File: config.mk
export PLATFORM = sky130hd
export DESIGN_NAME = fifo_reader
export DESIGN_NICKNAME = d
export VERILOG_FILES = /design/src/rtl/fifo_reader.sv
export SDC_FILE = /design/constraint.sdc
export NUM_CORES = 1
export LEC_CHECK = 0
export ABC_AREA = 0
export BUFFER_PORTS_ARGS = -buffer_cell sky130_fd_sc_hd__buf_2
export CORE_UTILIZATION = 50
export DETAILED_ROUTE_END_ITERATION = 16
export PLACE_DENSITY = 0.74
export SLEW_MARGIN = 10
export SYNTH_ARGS = -nofsm -noshare
export SYNTH_HDL_FRONTEND = slang
export SYNTH_SLANG_ARGS = --single-unit
File: constraint.sdc
create_clock -name clk -period 1.7 [get_ports clk]
set_input_delay 0.17 -clock clk [delete_from_list [all_inputs] [get_ports clk]]
set_output_delay 0.17 -clock clk [all_outputs]
set_load 0.02 [all_outputs]
File: src/rtl/fifo_reader.sv
// rtl/fifo_reader.sv - burst-gated FIFO drain engine with a 3-entry output queue
// Absorbs the FIFO's one-cycle read latency and presents bytes on a valid/ready stream.
module fifo_reader #(
  parameter int BUF_WIDTH = 3,
  parameter int CNT_W     = 16
) (
  input  logic                 clk,
  input  logic                 rst,
  input  logic [7:0]           buf_out,
  input  logic                 buf_empty,
  input  logic [BUF_WIDTH:0]   fifo_counter,
  output logic                 rd_en,
  input  logic [BUF_WIDTH:0]   burst_thr,
  input  logic                 flush,
  output logic [7:0]           m_data,
  output logic                 m_valid,
  input  logic                 m_ready,
  output logic [CNT_W-1:0]     rd_count,
  output logic                 busy
);

  localparam logic [0:0] IDLE  = 1'b0;
  localparam logic [0:0] DRAIN = 1'b1;

  logic [0:0]           state;
  logic [7:0]           q [0:2];
  logic [1:0]           head;
  logic [1:0]           tail;
  logic [1:0]           occ;
  logic                 inflight;
  logic [BUF_WIDTH:0]   thr_eff;
  logic                 push;
  logic                 pop;

  assign thr_eff = (burst_thr == '0) ? {{BUF_WIDTH{1'b0}}, 1'b1} : burst_thr;
  assign push    = inflight;
  assign pop     = m_valid && m_ready;

  // Issue only while the queue can absorb every byte already requested; m_ready is not involved.
  assign rd_en   = (state == DRAIN) && !buf_empty &&
                   (({1'b0, occ} + {2'b00, inflight}) <= 3'd2);
  assign m_valid = (occ != 2'd0);
  assign m_data  = q[head];
  assign busy    = (state == DRAIN) || m_valid || inflight;

  always_ff @(posedge clk or posedge rst) begin
    if (rst) begin
      state    <= IDLE;
      head     <= 2'd0;
      tail     <= 2'd0;
      occ      <= 2'd0;
      inflight <= 1'b0;
      rd_count <= '0;
      for (int i = 0; i < 3; i++) q[i] <= 8'h00;
    end else begin
      case (state)
        IDLE:    if (!buf_empty && (fifo_counter >= thr_eff || flush)) state <= DRAIN;
        DRAIN:   if (buf_empty) state <= IDLE;
        default: state <= IDLE;
      endcase

      inflight <= rd_en;

      if (push) begin
        q[tail] <= buf_out;
        tail    <= (tail == 2'd2) ? 2'd0 : tail + 2'd1;
      end

      if (pop) begin
        head     <= (head == 2'd2) ? 2'd0 : head + 2'd1;
        rd_count <= rd_count + {{(CNT_W-1){1'b0}}, 1'b1};
      end

      case ({push, pop})
        2'b10:   occ <= occ + 2'd1;
        2'b01:   occ <= occ - 2'd1;
        default: occ <= occ;
      endcase
    end
  end

endmodule

Yosys cells after proc, flatten, opt, wreduce, memory -nomap -nowiden:

Index checks and enable logic that the tools add are counted.

* bits in registers: 48
* bits of input ports: 21
* output and inout port bits: 27
* logic and storage cells: 52

* add/subtract/negate cells: 6
* order comparisons: 5
* equality and inequality tests: 4
* muxes and demuxes: 13
* bitwise logic cells: 3
* reduce and logical (&&, ||, !) cells: 12

Operators with widths (number)
* bitwise mux 24 bit: 1
* two-way mux 8 bit: 3
* adder 16 x 1 -> 16 bit (second input constant): 1
* binary-select mux 8 bit (select 2 bit): 1
* demux 8 bit (select 2 bit): 1
* adder 2 x 1 -> 2 bit (second input constant): 3
* equality test 2 bit (second input constant): 3
* >= comparator 3 bit (second input constant): 2
* inverter 2 -> 3 bit: 2
* logical AND 1 bit: 5
* >= comparator 4 bit: 1
* zero test 4 bit: 1
* two-way mux 2 bit: 2
* two-way mux 4 bit: 1
* one-hot mux 2 bit (2 select lines): 1
* nonzero test 2 bit: 2
* adder 2 x 1 -> 3 bit: 1
* <= comparator 3 x 2 -> 1 bit (second input constant): 1
* logical OR 1 bit: 3
* less-than comparator 3 x 1 -> 1 bit (second input constant): 1
* equality test 2 x 1 -> 1 bit (second input constant): 1
* two-way mux 1 bit: 2
* one-hot mux 1 bit (2 select lines): 1
* subtractor 2 x 1 -> 2 bit (second input constant): 1
* 2 further kinds: 2

Depth between registers and ports, before layout:

* word-level depth: 7
* mapped depth: 7
* mapped depth without buffers: 7

Worst setup path after synthesis:

Ideal clock, no wire load.

* path kind: reg-to-reg
* from: reg occ[0]
* to: reg inflight
* library setup time: 0.188 ns
* data arrival time: 1.515 ns
* data required time: 1.512 ns
* slack: -0.004 ns
* cell stages (with the launch flop): 6
* clock period less this slack: 1.704 ns
* cell sequence: dfrtp_1 > ha_1 > ha_1 > nor2_1 > a21oi_1 > nor3b_1

* word-level cells in the longest chain between the ends: 3

RTL lines
* start: declaration: line 29 `logic [1:0] occ;`
* start signal: assignment: line 75 `2'b10: occ <= occ + 2'd1;`
* start signal: assignment: line 76 `2'b01: occ <= occ - 2'd1;`
* adder 2 x 1 -> 3 bit: line 41 `(({1'b0, occ} + {2'b00, inflight}) <= 3'd2);`
* <= comparator 3 x 2 -> 1 bit: line 41
* logical AND 1 bit: line 40 `assign rd_en = (state == DRAIN) && !buf_empty &&`
* net rd_en: line 12 `output logic rd_en,`
* end signal: assignment: line 62 `inflight <= rd_en;`
* end: declaration: line 30 `logic inflight;`

The timed path passes the listed nets, and every way through them passes these cells.
A chain may end at the register's enable or synchronous reset.

Worst setup path after layout:

* from: reg occ[0]
* to: out rd_en

* word-level cells in the longest chain between the ends: 3

RTL lines (line)
* adder 2 x 1 -> 3 bit: 41
* <= comparator 3 x 2 -> 1 bit: 41
* logical AND 1 bit: 40
* end: declaration: 12

No other way between the ends.

==> results_dict.tcl <==
set metrics [dict create \
    final-hold-violation-count 0 \
    root_buffer "clkbuf_8" \
    grt_pass1_wl_um 7300 \
    rows 24 \
    rsz0062_at_grt "yes" \
    ys_warn_count 0 \
    place_area_sq_um 2656 \
    hold_path_class "in2reg" \
    cp-end-kind "primary output" \
    wl_per_cell_um 13.92 \
    ys_types 36 \
    cp_slowest_cell "dfrtp_1" \
    io-pin-count 48 \
    dp.cells 292 \
    max_slew.worst_pin.slew_ns 0.5180 \
    fillers 340 \
    path_clk_slew_ns 0.08 \
    violations "negative setup slack" \
    drive_gt1_share_pct 42.13 \
    min_to "state$_DFF_PP0_" \
    htree_levels 2 \
    routed_wl_um 4260 \
    critPathKind "reg2out" \
    synthCells 192 \
    cts_tree "yes" \
    powerDensity_nw_per_um2 1665 \
    io_buffers 47 \
    rrSetupSlack_ns 0.10 \
    ys.flop_type "dfrtp_1" \
    arrival_ns 1.60 \
    cts_buffer_depth 2 \
    ys_seq_elements 48 \
    synth_area_per_cell_sq_um 12.11 \
    layout_commonest_cell "dfrtp_1" \
    hold_path.startpoint "buf_empty" \
    worstPathMaxFanout 2 \
    fin_crit_ns 1.775 \
    crit_path_start_kind "flip-flop" \
    drtIter0Drc 21 \
    cts_sinks 48 \
    remaining_drc_errors 0 \
    seq_power_share_pct 40.1 \
    clk_latency_ns 0.29 \
    multi_input_comb_area_sq_um 1089 \
    synth_fp_nets 222 \
    place.gp.congestion 0.8003 \
    postRouteAntennaNets 0 \
    p_int_mw 3.015 \
    antenna_found_initial 0 \
    reg2reg_from "occ[0]$_DFFE_PP0P_" \
    period_share_pct 104.4 \
    slew_headroom_pct 65.46 \
    grt_use_total_pct 18.97 \
    vias_per_cell 5.190 \
    start_util_pct 52.66 \
    core-area_sq_um 4414 \
    drv_cap 0 \
    cts_buffers 5 \
    async_reset_ff_share_pct 100.0 \
    ys_seq_area_share_pct 51.67 \
    drt-pass1-iter-count 4 \
    layout.cells.non_filler 306 \
    outcome "finished with violations" \
    final-seq-area_sq_um 1202 \
    p_leak_nw 1.440 \
    hold_depth 2 \
    combPwrFrac_pct 43.2 \
    die-area_sq_um 4926 \
    final_area_sq_um 2853 \
    setup_viol 2 \
    drv_slew 0 \
    cp_cell_sequence "ha_2 > inv_1 > ha_1 > a21oi_1 > nor3b_2 > buf_4" \
    pwr-share-clk_pct 16.7 \
    r2r_cells 8 \
    dr_total_vias 1588 \
    dpl_worst_slack_ns 0.1116 \
    nNetsFinal 283 \
    n_antenna_cell 0 \
    fp.dieH_um 70.19 \
    ir_drop_mv 0.7733 \
    crit_required_ns 1.53 \
    die_w_um 70.19 \
    r2r_end "occ[1]$_DFFE_PP0P_" \
    cpPeakStageDelay_ns 0.39 \
    power.switching_mw 1.735 \
    synth_edf_count 0 \
    grt_overflow 0 \
    skew_ns 0.006247 \
    hpwl_um 2978 \
    maxClockFrequency_mhz 563.5 \
    mostFrequentLayoutCells "dfrtp_1, buf_2, nand2_1" \
    first_global_vias 1558 \
    syn_to_final_growth_pct 22.71 \
    grt_max_degree 49 \
    setup_slack_ns -0.07472 \
    synth_area_sq_um 2325 \
    sw_frac_of_total_pct 36.53 \
]
[how the worst max path moves through the flow]
| stage | from | to | slack, ns | depth (start not counted) |
|---|---|---|---|---|
| floorplan | occ[0]$_DFFE_PP0P_ | occ[1]$_DFFE_PP0P_ | 0.08 | 6 |
| global placement | tail[1]$_DFFE_PP0P_ | q[4]$_DFFE_PP0P_ | 0.18 | 3 |
| detailed placement | occ[0]$_DFFE_PP0P_ | occ[1]$_DFFE_PP0P_ | 0.11 | 6 |
| CTS | occ[0]$_DFFE_PP0P_ | rd_en | -0.09 | 6 |
| global route | occ[0]$_DFFE_PP0P_ | rd_en | -0.20 | 6 |
| finish | occ[0]$_DFFE_PP0P_ | rd_en | -0.07 | 6 |
[worst max-delay path: cells and delay by family (launching register included)]
family                     cells  cell delay (ns)
AOI/OAI and AO/OA              1             0.06
adders and majority gates      2             0.46
buffers and inverters          2             0.21
DFF                            1             0.39
and+or+nand+nor                1             0.19
[area by class of cell]
type / count / share of cell area (%)
multi-input cells: 129 / 38.16
clock buffers: 6 / 2.544
inverters: 11 / 1.535
flip-flops and latches: 48 / 42.15
clock inverters: 2 / 1.228
well taps: 52 / 2.281
repair buffers: 58 / 12.11
[routing by layer]
layer,GRT usage [%],share of wire [%],up-vias
li1,-,-,783
met1,27.45,48,764
met2,28.31,47,36
met3,5.339,4.0,5
met4,4.667,1.1,0
met5,0,0,-
[power by group through the flow]
stage                     combinational [mW]  sequential [mW]  clock (mW)
after floorplan                         1.31             1.95           0
after global placement                  1.85             1.92           0
after detailed placement                1.91             1.94           0
after CTS                               1.99             1.92       0.823
after global routing                    2.26             1.96       0.873
final                                   2.05             1.90       0.793
[repair_timing]
action                                 in CTS  in global routing
gates resized for setup                     7                  6
pin swaps                                   3                  3
buffers inserted                            4                  1
endpoints found under the hold margin      48                  0
setup endpoints to repair                   2                 11
hold buffers                                1                  0
[flip-flops by register name, summed over array words and instances (netlist names)]
| name | flops |
|---|---|
| q | 24 |
| rd_count | 16 |
| head | 2 |
| occ | 2 |
| tail | 2 |
| inflight | 1 |
| state | 1 |
[synth_stat cells (all sizes together) (2+ instances only)]
library cell / number / area [sq um]
xor2: 7 / 61.31
mux2: 24 / 300.3
dfrtp: 48 / 1201
nor3: 2 / 21.27
and3: 3 / 18.77
nand4: 6 / 52.55
o21ai: 10 / 50.05
mux2i: 8 / 80.08
or2: 2 / 12.51
ha: 9 / 112.6
nor2: 7 / 26.28
buf: 3 / 20.01
xnor2: 11 / 96.34
nor4: 3 / 33.78
nor3b: 2 / 15.01
nand3: 3 / 15.01
or3: 2 / 12.51
inv: 11 / 43.80
a21o: 2 / 15.01
nand2: 22 / 85.09
[stage by stage]
step	hold WS (ns)	util, %	setup TNS (ns)	power, mW
6_report	0.05929	64.63	-0.09844	4.750
5_1_grt	0.05578	64.63	-0.2683	5.087
2_1_floorplan	0.2368	-	0	3.257
4_1_cts	0.05312	63.95	-0.1732	4.726
3_3_place_gp	0.2285	60.18	0	3.775
3_5_place_dp	0.2290	60.18	0	3.843
[logic make-up after synthesis]
group	after synthesis	share of synthesized area (%)
AOI/OAI and AO/OA	17	4.575
xor gates and xnor gates	18	6.781
DFF	48	51.67
adders and majority gates	9	4.844
muxes	32	16.36
and+or+nand+nor	53	12.86
buffers and inverters	15	2.906
Power figures use the tool's default switching activity.
